### config.mk
export PLATFORM = sky130hd
export DESIGN_NAME = gpr_wb_arbiter
export DESIGN_NICKNAME = d
export VERILOG_FILES = /design/src/rtl/gpr_wb_arbiter.sv
export SDC_FILE = /design/constraint.sdc
export NUM_CORES = 1
export LEC_CHECK = 0
export CELL_PAD_IN_SITES_DETAIL_PLACEMENT = 1
export CELL_PAD_IN_SITES_GLOBAL_PLACEMENT = 1
export CORE_ASPECT_RATIO = 2
export CORE_MARGIN = 2
export CORE_UTILIZATION = 40
export DETAILED_ROUTE_END_ITERATION = 8
export PLACE_DENSITY_LB_ADDON = 0.1
export SYNTH_ARGS = -nofsm -noshare
export SYNTH_HDL_FRONTEND = slang
export SYNTH_SLANG_ARGS = --single-unit
### constraint.sdc
create_clock -name Clk -period 3.24 [get_ports Clk]
set_input_delay 0.486 -clock Clk [delete_from_list [all_inputs] [get_ports Clk]]
set_output_delay 0.486 -clock Clk [all_outputs]
set_load 0.01 [all_outputs]
### src/rtl/gpr_wb_arbiter.sv
// Write-port arbiter for the 32x32 GPR file: writeback has priority, long-latency results queue in a FIFO.
// Optional macro GPR_ARB_TRACE_EN prints every register-file write.
module gpr_wb_arbiter #(
    parameter int DEPTH      = 4,
    parameter int STARVE_MAX = 8
) (
    input  logic        Clk,
    input  logic        Rst,
    input  logic        W_We,
    input  logic [4:0]  W_A3,
    input  logic [31:0] W_WD,
    input  logic        X_Valid,
    output logic        X_Ready,
    input  logic [4:0]  X_A3,
    input  logic [31:0] X_WD,
    input  logic [4:0]  Q1,
    input  logic [4:0]  Q2,
    output logic        Busy1,
    output logic        Busy2,
    output logic        Stall,
    output logic        We,
    output logic [4:0]  A3,
    output logic [31:0] WD
);

    localparam int AW = $clog2(DEPTH);
    localparam int CW = $clog2(STARVE_MAX + 1);
    localparam logic [CW-1:0] SMAX    = CW'(STARVE_MAX);
    localparam logic [AW:0]   FULLCNT = (AW + 1)'(DEPTH);

    logic [DEPTH-1:0] r_valid;
    logic [4:0]       r_a3 [DEPTH];
    logic [31:0]      r_wd [DEPTH];
    logic [AW:0]      r_wptr;
    logic [AW:0]      r_rptr;
    logic [CW-1:0]    r_starve;
    logic             r_stall;

    logic [AW-1:0]    w_wIdx;
    logic [AW-1:0]    w_rIdx;
    logic             w_empty;
    logic             w_full;
    logic             w_wReq;
    logic             w_headGrant;
    logic             w_push;

    assign w_wIdx      = r_wptr[AW-1:0];
    assign w_rIdx      = r_rptr[AW-1:0];
    assign w_empty     = (r_wptr == r_rptr);
    assign w_full      = ((r_wptr - r_rptr) == FULLCNT);
    assign w_wReq      = W_We && (W_A3 != 5'd0);
    assign w_headGrant = !w_wReq && !w_empty;
    assign X_Ready     = Rst && !w_full;
    assign w_push      = X_Valid && X_Ready;
    assign Stall       = r_stall;

    always_comb begin
        We = 1'b0;
        A3 = 5'd0;
        WD = 32'd0;
        if (w_wReq) begin
            We = 1'b1;
            A3 = W_A3;
            WD = W_WD;
        end else if (!w_empty) begin
            We = r_valid[w_rIdx];
            A3 = r_a3[w_rIdx];
            WD = r_wd[w_rIdx];
        end
        if (!Rst) begin
            We = 1'b0;
        end
    end

    // Empty and popped slots keep valid=0, so scanning every slot sees only stored live writes.
    always_comb begin
        Busy1 = 1'b0;
        Busy2 = 1'b0;
        for (int i = 0; i < DEPTH; i++) begin
            if (r_valid[i] && (r_a3[i] == Q1) && (Q1 != 5'd0)) Busy1 = 1'b1;
            if (r_valid[i] && (r_a3[i] == Q2) && (Q2 != 5'd0)) Busy2 = 1'b1;
        end
    end

    // The push assignment comes last so an entry entering alongside a matching W write survives.
    always_ff @(posedge Clk or negedge Rst) begin
        if (!Rst) begin
            r_valid <= '0;
            r_wptr  <= '0;
            r_rptr  <= '0;
        end else begin
            for (int i = 0; i < DEPTH; i++) begin
                if (w_wReq && (r_a3[i] == W_A3)) r_valid[i] <= 1'b0;
            end
            if (w_headGrant) begin
                r_valid[w_rIdx] <= 1'b0;
                r_rptr          <= r_rptr + (AW + 1)'(1);
            end
            if (w_push) begin
                r_valid[w_wIdx] <= (X_A3 != 5'd0);
                r_wptr          <= r_wptr + (AW + 1)'(1);
            end
        end
    end

    always_ff @(posedge Clk) begin
        if (w_push) begin
            r_a3[w_wIdx] <= X_A3;
            r_wd[w_wIdx] <= X_WD;
        end
    end

    always_ff @(posedge Clk or negedge Rst) begin
        if (!Rst) begin
            r_starve <= '0;
            r_stall  <= 1'b0;
        end else begin
            if (w_empty || w_headGrant) begin
                r_starve <= '0;
            end else if (r_starve != SMAX) begin
                r_starve <= r_starve + CW'(1);
            end
            if (w_headGrant) begin
                r_stall <= 1'b0;
            end else if (r_starve == SMAX) begin
                r_stall <= 1'b1;
            end
        end
    end

`ifdef GPR_ARB_TRACE_EN
    always @(posedge Clk) begin
        if (We) $display("%s $%0d = %h", w_wReq ? "W" : "X", A3, WD);
    end
`endif

endmodule

Yosys cells after proc, flatten, opt, wreduce, memory -nomap -nowiden
Memory sizes are Yosys's and may differ from the RTL's.
Cells that the tools add are included.
{ "word_totals": {"regBits": 15, "ram_bits": 148, "input_bits": 88, "n_memories": 2} }
{ "classes": {"n_addsub": 4, "n_lt_le_gt_ge": 4, "eq_ne": 16, "n_mux": 34, "n_bitwise": 2, "n_reduce_logical": 36} }
{ "memory_table": {"columns": ["name", "words", "word_bits", "rd", "rd_clocked_by_memory_dff", "wr", "line_no", "text"], "rows": [
  ["r_wd", 4, 32, 1, 0, 1, "33", "logic [31:0] r_wd [DEPTH];"],
  ["r_a3", 4, 5, 5, 0, 1, "32", "logic [4:0] r_a3 [DEPTH];"]
]} }
{ "ops": {"columns": ["operator", "count"], "rows": [
  ["two-way mux 32 bit", 2],
  ["equality test 5 bit", 12],
  ["logical AND 1 bit", 26],
  ["two-way mux 1 bit", 22],
  ["nonzero test 5 bit", 4],
  ["two-way mux 4 bit", 4],
  ["two-way mux 5 bit", 2],
  ["adder 3 x 1 -> 3 bit (second input constant)", 2],
  ["< comparator 2 x 3 -> 1 bit (second input constant)", 2],
  ["adder 4 x 1 -> 4 bit (second input constant)", 1],
  ["AND 4 bit", 1],
  ["bitwise mux 4 bit", 1],
  ["demux 1 bit (select 2 bit)", 2],
  ["equality test 4 bit (second input constant)", 1],
  [">= comparator 2 x 1 -> 1 bit (second input constant)", 2],
  ["inequality test 4 bit (second input constant)", 1],
  ["NOT 4 bit", 1],
  ["nonzero test 2 bit", 2],
  ["equality test 3 bit", 1],
  ["equality test 3 bit (second input constant)", 1],
  ["zero test 1 bit", 3],
  ["subtractor 3 bit", 1],
  ["binary-select mux 1 bit (select 2 bit)", 1],
  ["logical OR 1 bit", 1]
]} }

Depth between registers and ports, before layout
Gate-level depths: netlist of the first run.
{ "depth": {"depth_word": 9, "depth_mapped": 10, "ltp_nobuf": 7} }

Least setup slack after synthesis of the first run
Ideal clock, no wire load.
{ "synth_path": {"path_kind": "register -> register", "startpoint": "register r_rptr[1]", "endpoint": "memory r_a3[0][0], enable pin", "setup_ps": 399, "t_arrival_ps": 2910, "slack_ps": -69, "path_stages_with_launch": 10, "path_buffers": 3, "synth_period_minus_slack_ps": 3309, "cell_sequence": "dfrtp_1 buf_1 buf_2 inv_1 ha_1 nor2b_1 xnor2_1 a31oi_1 clkbuf_1 and2_1"} }
{ "synth_between": {"elab_chain_cells": 7} }
{ "synth_lines": {"columns": ["element", "line_no", "text"], "rows": [
  ["from (decl)", "35", "logic [AW:0] r_rptr;"],
  ["from (signal assigned)", "97", "r_rptr <= r_rptr + (AW + 1)'(1);"],
  ["subtractor 3 bit", "50", "assign w_full = ((r_wptr - r_rptr) == FULLCNT);"],
  ["equality test 3 bit", "50", null],
  ["zero test 1 bit", "53", "assign X_Ready = Rst && !w_full;"],
  ["logical AND 1 bit", "53", null],
  ["logical AND 1 bit", "54", "assign w_push = X_Valid && X_Ready;"],
  ["two-way mux 1 bit", "107", "if (w_push) begin"],
  ["two-way mux 1 bit (implied by the code)", "108", "r_a3[w_wIdx] <= X_A3;"],
  ["to (decl)", "32", null]
]} }
Every way passes these cells.

Final worst setup path of the first run
{ "layout_path": {"startpoint": "input W_A3[1]", "endpoint": "output WD[9]"} }
{ "layout_between": {"elab_chain_cells": 3} }
{ "layout_lines": {"columns": ["element", "line_no", "text"], "rows": [
  ["from (decl)", "10", "input logic [4:0] W_A3,"],
  ["nonzero test 5 bit", "51", "assign w_wReq = W_We && (W_A3 != 5'd0);"],
  ["logical AND 1 bit", "51", null],
  ["two-way mux 32 bit", "61", "if (w_wReq) begin"],
  ["to (decl)", "23", "output logic [31:0] WD"]
]} }
Every way passes these cells.

==> results of run 1 <==
worst max-delay path by stage:
stage	to	slack, ps	cells after the start
after floorplan	r_a3[3][0]$_DFFE_PP_	30	10
after global placement	A3[1]	-70	6
after detailed placement	A3[1]	-70	6
after CTS	WD[23]	0.7	6
after global routing	A3[0]	10	8
final	WD[9]	80	6
registers in the layout, summed over array words and instances, names as in the netlist:
register  cells
r_a3         20
r_wptr        3
r_starve      4
r_wd        128
Stall         1
r_valid       4
r_rptr        3
metal layers:
| layer | vias up | global-route usage, % | share of wire, % |
|---|---|---|---|
| li1 | 2179 | - | - |
| met1 | 2375 | 21.2 | 35 |
| met2 | 147 | 38.6 | 57 |
| met3 | 61 | 2.82 | 3.3 |
| met4 | 0 | 12.1 | 5.3 |
| met5 | - | 0 | 0 |
power by group:
part / internal (mW) / total, mW / switching [mW] / leakage, nW
clock network: 1.09 / 1.98 / 0.882 / 0.285
registers: 2.62 / 2.82 / 0.195 / 1.53
logic: 1.34 / 2.72 / 1.37 / 1.82
area by class of cell:
| type | instances | area [µm²] | area share, % |
|---|---|---|---|
| clock buffers | 17 | 425 | 4.33 |
| clock inverters | 15 | 166 | 1.69 |
| multi-input cells | 302 | 2520 | 25.7 |
| inverters | 8 | 30.0 | 0.305 |
| repair buffers | 155 | 1590 | 16.2 |
| flip-flops and latches | 163 | 4820 | 49.0 |
| well taps | 219 | 274 | 2.79 |
stage by stage:
stage	setup WS (ps)	utilization, %	setup TNS, ps
6_report	79.8	52.7	0
3_5_place_dp	-68.9	49.2	-879
3_3_place_gp	-68.8	49.2	-339
5_1_grt	13.0	52.7	0
2_1_floorplan	31.4	-	0
4_1_cts	0.729	52.5	0
cell families (layout without fill, tap and decap cells):
group                    after synthesis  count (layout)  share of synthesized area (%)
AND/OR/NAND/NOR                      128             128                           7.65
multiplexers                          39              39                           11.5
AO/OA/AOI/OAI                         55              55                           4.26
buffers and inverters                 45             195                           2.64
adder cells (fa/ha/maj)               12              12                           1.99
flip-flops                           163             163                           64.0
XOR/XNOR                              68              68                           7.91
critical path: stages:
cell             delay, ps
clkdlybuf4s50_1        420
or4_1                  540
o21a_4                 290
buf_6                  190
o21ai_0                170
clkdlybuf4s50_1        560
timing repair:
item / CTS / global route
pin swaps: 0 / 0
gates cloned: 0 / 0
buffers inserted: 1 / 0
setup endpoints to repair: 23 / 19
endpoints found under the hold margin: 0 / 0
gates resized for setup: 5 / 17
cell usage in the layout (no fill, tap or decap), types with 3 or more instances in the layout:
cell             Yosys  final
a21boi_0             3      3
a21oi_1              3      3
a32o_1               3      3
and2_2               0      3
and3_1               3      3
buf_12               0      5
buf_4                0     20
clkbuf_16            0     17
clkdlybuf4s50_1      0    111
dfrtp_1             15     13
dlymetal6s2s_1       0     16
edfxtp_1           148    148
ha_1                12     12
inv_1                8      7
inv_6                0      5
mux4_2              38     38
nand2_1             81     81
nand3_1             10      9
nand4_1              6      6
nor2_1               6      6
nor3_1               5      5
nor4_1               8      8
o21ai_0             38     36
or4_1                3      3
xnor2_1             24     24
xor2_1              44     44
==> flow_metrics.env, run 1 <==
export IMPL_drt_pass1_iter_count=4
export IMPL_cts_path_max_buffers=2
export IMPL_min_period_over_period_pct=97.5
export IMPL_synth_ff_type="edfxtp_1"
export IMPL_synth_top_area_share_pct=59.1
export IMPL_dpl_cell_count=846
export IMPL_synth_edf_count=148
export IMPL_postLayoutCellArea_um2=9830
export IMPL_grt_pass1_wl_um=29900
export IMPL_avgViaCountPerCell=5.42
export IMPL_cp_data_arrival_time_ps=2670
export IMPL_dpl_cell_area_um2=9190
export IMPL_syn_inst=510
export IMPL_cap_violations=0
export IMPL_avgRoutedWirePerCell_um=22.4
export IMPL_worstPathRequired_ps=2750
export IMPL_outcome="finished, final reports clean"
export IMPL_final_net_count=747
export IMPL_rsz0062_at_grt="false"
export IMPL_ff2ff_setup_slack_ps=1010
export IMPL_route_detailed_drc=0
export IMPL_synth_commonest_cells="edfxtp_1, nand2_1, xor2_1"
export IMPL_hpwl_um=14000
export IMPL_worstMarginPinSlew_ps=545
export IMPL_drive_above_1_share_pct=15.9
export IMPL_grt_pass1_vias=5347
export IMPL_cts_hold_buf=0
export IMPL_timing_rr_end="r_a3[0][2]$_DFFE_PP_"
export IMPL_io_pins=130
export IMPL_peakVddDrop_uv=451
export IMPL_path_clk_slew_ps=70
export IMPL_cts_sinks=163
export IMPL_ys_ff_latch=163
export IMPL_synth_area_leaders="edfxtp_1, mux4_2, xor2_1"
export IMPL_via_count=4762
export IMPL_max_slew_margin_pct=63.7
export IMPL_yosys_warnings=0
export IMPL_path_class="in -> out"
export IMPL_whs_ps=252
export IMPL_numCtsBuffers=17
export IMPL_syn_area_per_cell_um2=14.8
export IMPL_min_period_ps=3160
export IMPL_clk_latency_ps=430
export IMPL_rows=71
export IMPL_p_per_area_nw_per_um2=764
export IMPL_initial_utilization_pct=40.3
export IMPL_r2r_start="r_wptr[0]$_DFFE_PN0P_"
export IMPL_antenna_found_initial=0
export IMPL_synth_seq_area_share_pct=64.0
export IMPL_reg2regPathDepth=8
export IMPL_fillers=1810
export IMPL_max_clock_freq_mhz=316
export IMPL_total_power_mw=7.51
export IMPL_finalMaxSlewViolations=0
export IMPL_overflow=0
export IMPL_start_kind="input pin"
export IMPL_numPortBuffers=129
export IMPL_fin_cells=879
export IMPL_fp_dieArea_um2=20000
export IMPL_die_w_um=101
export IMPL_finalClockSkew_ps=14.0
export IMPL_routed_wl_um=19700
export IMPL_synth_largest_area_cell="edfxtp_1"
export IMPL_worstSetupStartpoint="W_A3[1]"
export IMPL_postSynth_asyncResetShare_pct=9.20
export IMPL_cts_root_buf="clkbuf_16"
export IMPL_die_h_um=198
export IMPL_n_antenna_cell=0
export IMPL_setup_viol=0
export IMPL_gp_congestion=0.880
export IMPL_ant_nets=0
export IMPL_grt_use_total_pct=20.6
export IMPL_cts_tree="yes"
export IMPL_grt_max_degree=39
export IMPL_syn_nets=610
export IMPL_netlist_cell_type_count=32
export IMPL_hp_class="in -> async"
export IMPL_initialDrtViolationCount=228
export IMPL_h_tree_depth=4
export IMPL_areaGrowthSynthToFinish_pct=30.6
export IMPL_yosysMostFrequentCell="edfxtp_1"
export IMPL_endpoint_kind="output port"
export IMPL_cp_max_fo=23
export IMPL_core_um2=18700
export IMPL_p_leak_nw=3.64
export IMPL_hold_viol=0
export IMPL_syn_cell_area_um2=7530
No activity file was read; power rests on OpenSTA's default activity.
==> run 2: changes to the inputs <==
Settings changed: CAP_MARGIN set to 5, CTS_CLUSTER_SIZE set to 8, REMOVE_ABC_BUFFERS set to 1.
==> run 2 against run 1 <==
Net effect:
- total power rose by 0.69%
- sequential share of layout area shrank 0.20 points
- critical path depth stayed put
- clock power barely moved
- routed wire length increased by 5.8%
- non-clock buffer count increased by 5
- critical path type unchanged
- critical endpoint is now WD[14]
==> flow_metrics.env, run 2 (synthesis gave the netlist of run 1 again) <==
export IMPL_cts_root_buf="clkbuf_16"
export IMPL_crit_family="buffers and inverters"
export IMPL_path_class="in -> out"
export IMPL_initial_utilization_pct=40.3
export IMPL_dpl_cell_area_um2=9260
export IMPL_final_setup_tns_ps=0
export IMPL_power_internal_mw=5.13
export IMPL_final_common_cell="edfxtp_1"
export IMPL_overflow=0
export IMPL_cts_setup_buffers=0
export IMPL_h_tree_depth=4
export IMPL_die_h_um=198
export IMPL_worstPathCellList="clkdlybuf4s50_1, or4_1, o21a_4, buf_12, o21ai_0, clkdlybuf4s50_1"
export IMPL_p_per_area_nw_per_um2=766
export IMPL_path_clk_slew_ps=70
export IMPL_max_slew_margin_pct=70.1
export IMPL_n_antenna_cell=0
export IMPL_ant_nets=0
export IMPL_io_pins=130
export IMPL_endpoint_kind="output port"
export IMPL_timing_rr_end="r_wd[3][25]$_DFFE_PP_"
export IMPL_grt_pass1_wl_um=31200
export IMPL_cts_sinks=163
export IMPL_avgRoutedWirePerCell_um=23.6
export IMPL_routed_wl_um=20900
export IMPL_reg2regPathDepth=9
export IMPL_cap_violations=0
export IMPL_top_regs="r_wd x128, r_a3 x20"
export IMPL_r2r_start="r_wptr[0]$_DFFE_PN0P_"
export IMPL_grt_pass1_vias=5462
export IMPL_drive_above_1_share_pct=16.8
export IMPL_regMostFlops="r_wd"
export IMPL_initialDrtViolationCount=171
export IMPL_cts_path_max_buffers=2
export IMPL_finalMaxSlewViolations=0
export IMPL_antenna_found_initial=0
export IMPL_clk_latency_ps=420
export IMPL_finalClockSkew_ps=6.36
export IMPL_hp_class="in -> async"
export IMPL_areaGrowthSynthToFinish_pct=31.2
export IMPL_postLayoutCellArea_um2=9870
export IMPL_worstPathRequired_ps=2750
export IMPL_power_net_switching_mw=2.43
export IMPL_fp_dieArea_um2=20000
export IMPL_cp_endpoint="WD[14]"
export IMPL_sequentialPowerShare_pct=37.2
export IMPL_start_kind="input pin"
export IMPL_numCtsBuffers=17
export IMPL_hold_viol=0
export IMPL_clkPwrFrac_pct=25.9
export IMPL_worstMarginPinSlew_ps=448
export IMPL_peakVddDrop_uv=523
export IMPL_worstSetupStartpoint="W_A3[1]"
export IMPL_outcome="finished, final reports clean"
export IMPL_grt_max_degree=49
export IMPL_cts_tree="yes"
export IMPL_ff2ff_setup_slack_ps=1050
export IMPL_cp_depth=6
export IMPL_min_period_ps=3200
export IMPL_pwr_share_comb_pct=36.9
export IMPL_p_leak_nw=3.60
export IMPL_whs_ps=463
export IMPL_setup_viol=0
export IMPL_grt_use_total_pct=21.8
export IMPL_gp_congestion=1.02
export IMPL_crit_buf_inv=3
export IMPL_total_power_mw=7.56
export IMPL_route_detailed_drc=0
export IMPL_min_period_over_period_pct=98.9
export IMPL_final_net_count=752
export IMPL_layout_common_cells="edfxtp_1, clkdlybuf4s50_1, nand2_1, xor2_1, mux4_2"
export IMPL_switching_share_pct=32.2
export IMPL_drt_pass1_iter_count=4
export IMPL_numPortBuffers=129
export IMPL_avgViaCountPerCell=5.49
export IMPL_largest_register_ffs=128
export IMPL_rows=71
export IMPL_via_count=4854
export IMPL_max_clock_freq_mhz=312
export IMPL_cpPeakStageDelay_ps=560
export IMPL_slowest_stage="or4_1"
export IMPL_cp_data_arrival_time_ps=2720
export IMPL_cp_max_fo=48
export IMPL_die_w_um=101
export IMPL_hpwl_um=14800
export IMPL_cpMostUsedCell="clkdlybuf4s50_1"
export IMPL_core_um2=18700
[run 2: cell type report]
cell class | count | area (µm²)
clock buffer | 17 | 425
clock inverter | 15 | 156
fill | 1805 | 8780
inverter | 8 | 30.0
multi-input combinational | 302 | 2530
sequential | 163 | 4820
tap | 219 | 274
timing repair buffer | 160 | 1640
[run 2: routing by layer]
layer | global-route usage (%) | up-vias | wire length (µm)
met5 | 0 | - | 0
met4 | 13.6 | 0 | 1310
met3 | 3.64 | 63 | 634
met2 | 41.5 | 141 | 12100
met1 | 21.0 | 2472 | 6880
li1 | - | 2178 | -
[run 2: what timing repair did]
item / in CTS / in global routing
endpoints found under the setup margin: 2 / 27
gates resized for setup: 2 / 12
hold buffers: 0 / 0
[run 2: power by group through the flow]
stage	Sequential (mW)	Combinational (mW)	Clock [mW]
floorplan	2.94	1.43	0
global placement	2.84	2.80	0
detailed placement	2.85	2.85	0
CTS	2.81	2.87	2.01
global route	2.83	3.04	2.08
finish	2.81	2.79	1.96
[run 2: how the worst min path moves through the flow]
| stage | startpoint | endpoint | slack [ps] | cells past startpoint |
|---|---|---|---|---|
| finish | Rst | r_wptr[1]$_DFFE_PN0P_ | 460 | 2 |
| global route | Rst | r_wptr[1]$_DFFE_PN0P_ | 480 | 2 |
| CTS | Rst | r_wptr[1]$_DFFE_PN0P_ | 470 | 2 |
| detailed placement | r_wptr[2]$_DFFE_PN0P_ | r_wptr[2]$_DFFE_PN0P_ | 490 | 1 |
| global placement | r_wptr[2]$_DFFE_PN0P_ | r_wptr[2]$_DFFE_PN0P_ | 480 | 1 |
| floorplan | Rst | Stall$_DFFE_PN0P_ | 190 | 0 |
[run 2: per-stage QoR]
step	instances	util (%)	worst slack (ps)
3_3_place_gp	852	49.6	5.02
4_1_cts	884	52.7	8.17
6_report	884	52.9	35.3
2_1_floorplan	473	-	-848
3_5_place_dp	852	49.6	17.2
5_1_grt	884	52.9	-3.41
==> RTL change (settings of run 2) <==
Set the parameter `STARVE_MAX` to 16 (it was 8).
--- a/src/rtl/gpr_wb_arbiter.sv
+++ b/src/rtl/gpr_wb_arbiter.sv
@@ -3,5 +3,5 @@
 module gpr_wb_arbiter #(
     parameter int DEPTH      = 4,
-    parameter int STARVE_MAX = 8
+    parameter int STARVE_MAX = 16
 ) (
     input  logic        Clk,
Behaviour: same outputs for any inputs over 4 cycles, from zero or initial values and one cycle with Rst low; that may be too few to reach the edited logic, so the function may still have changed.
==> RTL change against run 2 <==
- sequential share of layout area fell by 0.19 points
- critical path depth did not move
- synthesized area rose by 0.43%
- core utilization rose by 0.48 points
- sequential power barely moved
- total power rose by 1.2%
- worst setup slack improved by 73 ps
- maximum frequency rose by 2.3%
- routed wire length fell by 3.2%
- first-iteration DRC count rose by 1.2%
- final area rose by 0.91%
- sequential cell count rose by 1
- largest cell class unchanged
- largest power group unchanged
==> RTL change: results (changes against run 2) <==
Detailed Route Iter0 Violations 173 (was 171); Crit Path Max Fanout 33 (was 48); clk_skew 7.79 ps (was 6.36 ps); critical path's slowest cell clkdlybuf4s50_1 (was or4_1); leakage 3.83 nW (was 3.60 nW); multiplexer area fraction after synthesis 11.5% (about the same); first-pass GRT wire length 30.4 mm (was 31.2 mm); Setup WS pre-CTS -6.13 ps (was 17.2 ps); flop2flop setup slack 990 ps (was 1050 ps); Compound-Gate Fraction of Synth Area 4.04% (was 4.26%); Worst setup endpoint WD[22] (was WD[14]); RD Place Congestion 0.886 (was 1.02); initial antenna violation count 1 (was 0); layout cells sized above 1 16.2% (was 16.8%); post-synthesis sequential area ratio 64.1% (was 64.0%); r2r endpoint r_wd[3][18]$_DFFE_PP_ (was r_wd[3][25]$_DFFE_PP_); Total Wirelength 20.2 mm (was 20.9 mm); DP Area 9270 sq um (was 9260 sq um); Layout area overhead 31.8% (was 31.2%); Detail Placement HPWL 14.4 mm (was 14.8 mm); Max VDD drop 0.000598 V (was 0.000523 V); # H-tree levels 4 (unchanged); worst setup path startpoint W_A3[2] (was W_A3[1]); First-pass DRT Iterations 4 (unchanged); layout net count 753 (was 752); Top Registers r_wd (128), r_a3 (20), r_starve (5) (was r_wd (128), r_a3 (20)); Post-Place Cells 853 (was 852); Synth top cells by count edfxtp_1, nand2_1, xor2_1 (unchanged); vias in the first global route 5200 (was 5462); register bit total from synthesis 164 (was 163); number of synthesized flops with an enable pin 148 (unchanged); Setup Buffers After CTS 0 (unchanged); number of buffers created by CTS 17 (unchanged); XOR/XNOR share of the synthesized area 8.11% (was 7.91%); Port-buffer cells 129 (unchanged); Worst-Margin Slew 658 ps (was 448 ps); Worst R2R Path Depth 9 (unchanged); Hold Crit Class in2async (unchanged); reg-to-reg critical path startpoint r_wptr[0]$_DFFE_PN0P_ (unchanged); clock tree root driver cell clkbuf_16 (unchanged); post-synth cell types 32 (unchanged); largest net degree at the start of global routing 41 (was 49); top post-synthesis cells by area edfxtp_1, mux4_2, xor2_1 (unchanged); cell count after synthesis 512 (was 510); adder-cell share of the synthesized area 1.99% (was 2.00%); WP data arrival 2650 ps (was 2720 ps); async set-reset flop share out of synthesis 9.76% (was 9.20%); vias after detailed routing 4774 (was 4854); status completed (unchanged); clock buffer depth 2 (unchanged); yosys warns 0 (unchanged); Reg clk slew, reported paths 60 ps; GR Util All Layers 21.1% (was 21.8%); clk_lat worst skew 420 ps (about the same); # fillers 1870 (was 1805); crit-path max cell delay 550 ps; Max Freq 0.319 GHz (was 0.312 GHz); vias per cell 5.39 (was 5.49)
==> RTL change: final cells by class <==
| type | instances | area share, % |
|---|---|---|
| timing repair buffer | 159 | 16.6 |
| inverter | 8 | 0.301 |
| sequential | 164 | 48.7 |
| multi-input combinational | 303 | 25.4 |
| clock buffer | 18 | 4.31 |
| antenna | 1 | 0.0251 |
| clock inverter | 14 | 2.00 |
| tap | 219 | 2.75 |
==> RTL change: metal layers <==
| metal | track usage, % | vias to the layer above | share of wire [%] |
|---|---|---|---|
| met5 | 0 | - | 0 |
| met4 | 9.11 | 0 | 3.3 |
| met3 | 3.44 | 32 | 2.8 |
| met2 | 41.4 | 115 | 60 |
| met1 | 21.0 | 2441 | 34 |
| li1 | - | 2186 | - |
==> RTL change: cell families after synthesis <==
family          count (synthesis)
buf+inv                        45
fa+ha+maj                      12
compound gates                 52
simple gates                  130
flops                         164
mux                            39
xor+xnor                       70
==> RTL change: worst max-delay path: cells and delay by family <==
kind | cells | cell delay, ps
AND/OR/NAND/NOR | 1 | 520
AO/OA/AOI/OAI | 2 | 430
buffers and inverters | 3 | 1200
==> RTL change: worst min path at each step <==
stage	from	endpoint	slack, ps	cells after the start
floorplan	Rst	Stall$_DFFE_PN0P_	190	0
global placement	r_rptr[2]$_DFFE_PN0N_	r_rptr[2]$_DFFE_PN0N_	490	1
detailed placement	r_rptr[2]$_DFFE_PN0N_	r_rptr[2]$_DFFE_PN0N_	490	1
CTS	Rst	r_starve[4]$_DFFE_PN0P_	440	2
global route	Rst	r_starve[0]$_DFFE_PN0P_	470	2
finish	Rst	r_starve[2]$_DFFE_PN0P_	460	2
==> RTL change: power by group <==
part	leakage, nW	internal, mW	switching (mW)
Clock	0.301	1.30	0.820
Combinational	1.99	1.32	1.40
Sequential	1.55	2.64	0.173
==> RTL change: repair_timing <==
| action | CTS | global route |
|---|---|---|
| resized for setup | 6 | 28 |
| pin swaps | 0 | 0 |
| endpoints found under the setup margin | 6 | 28 |
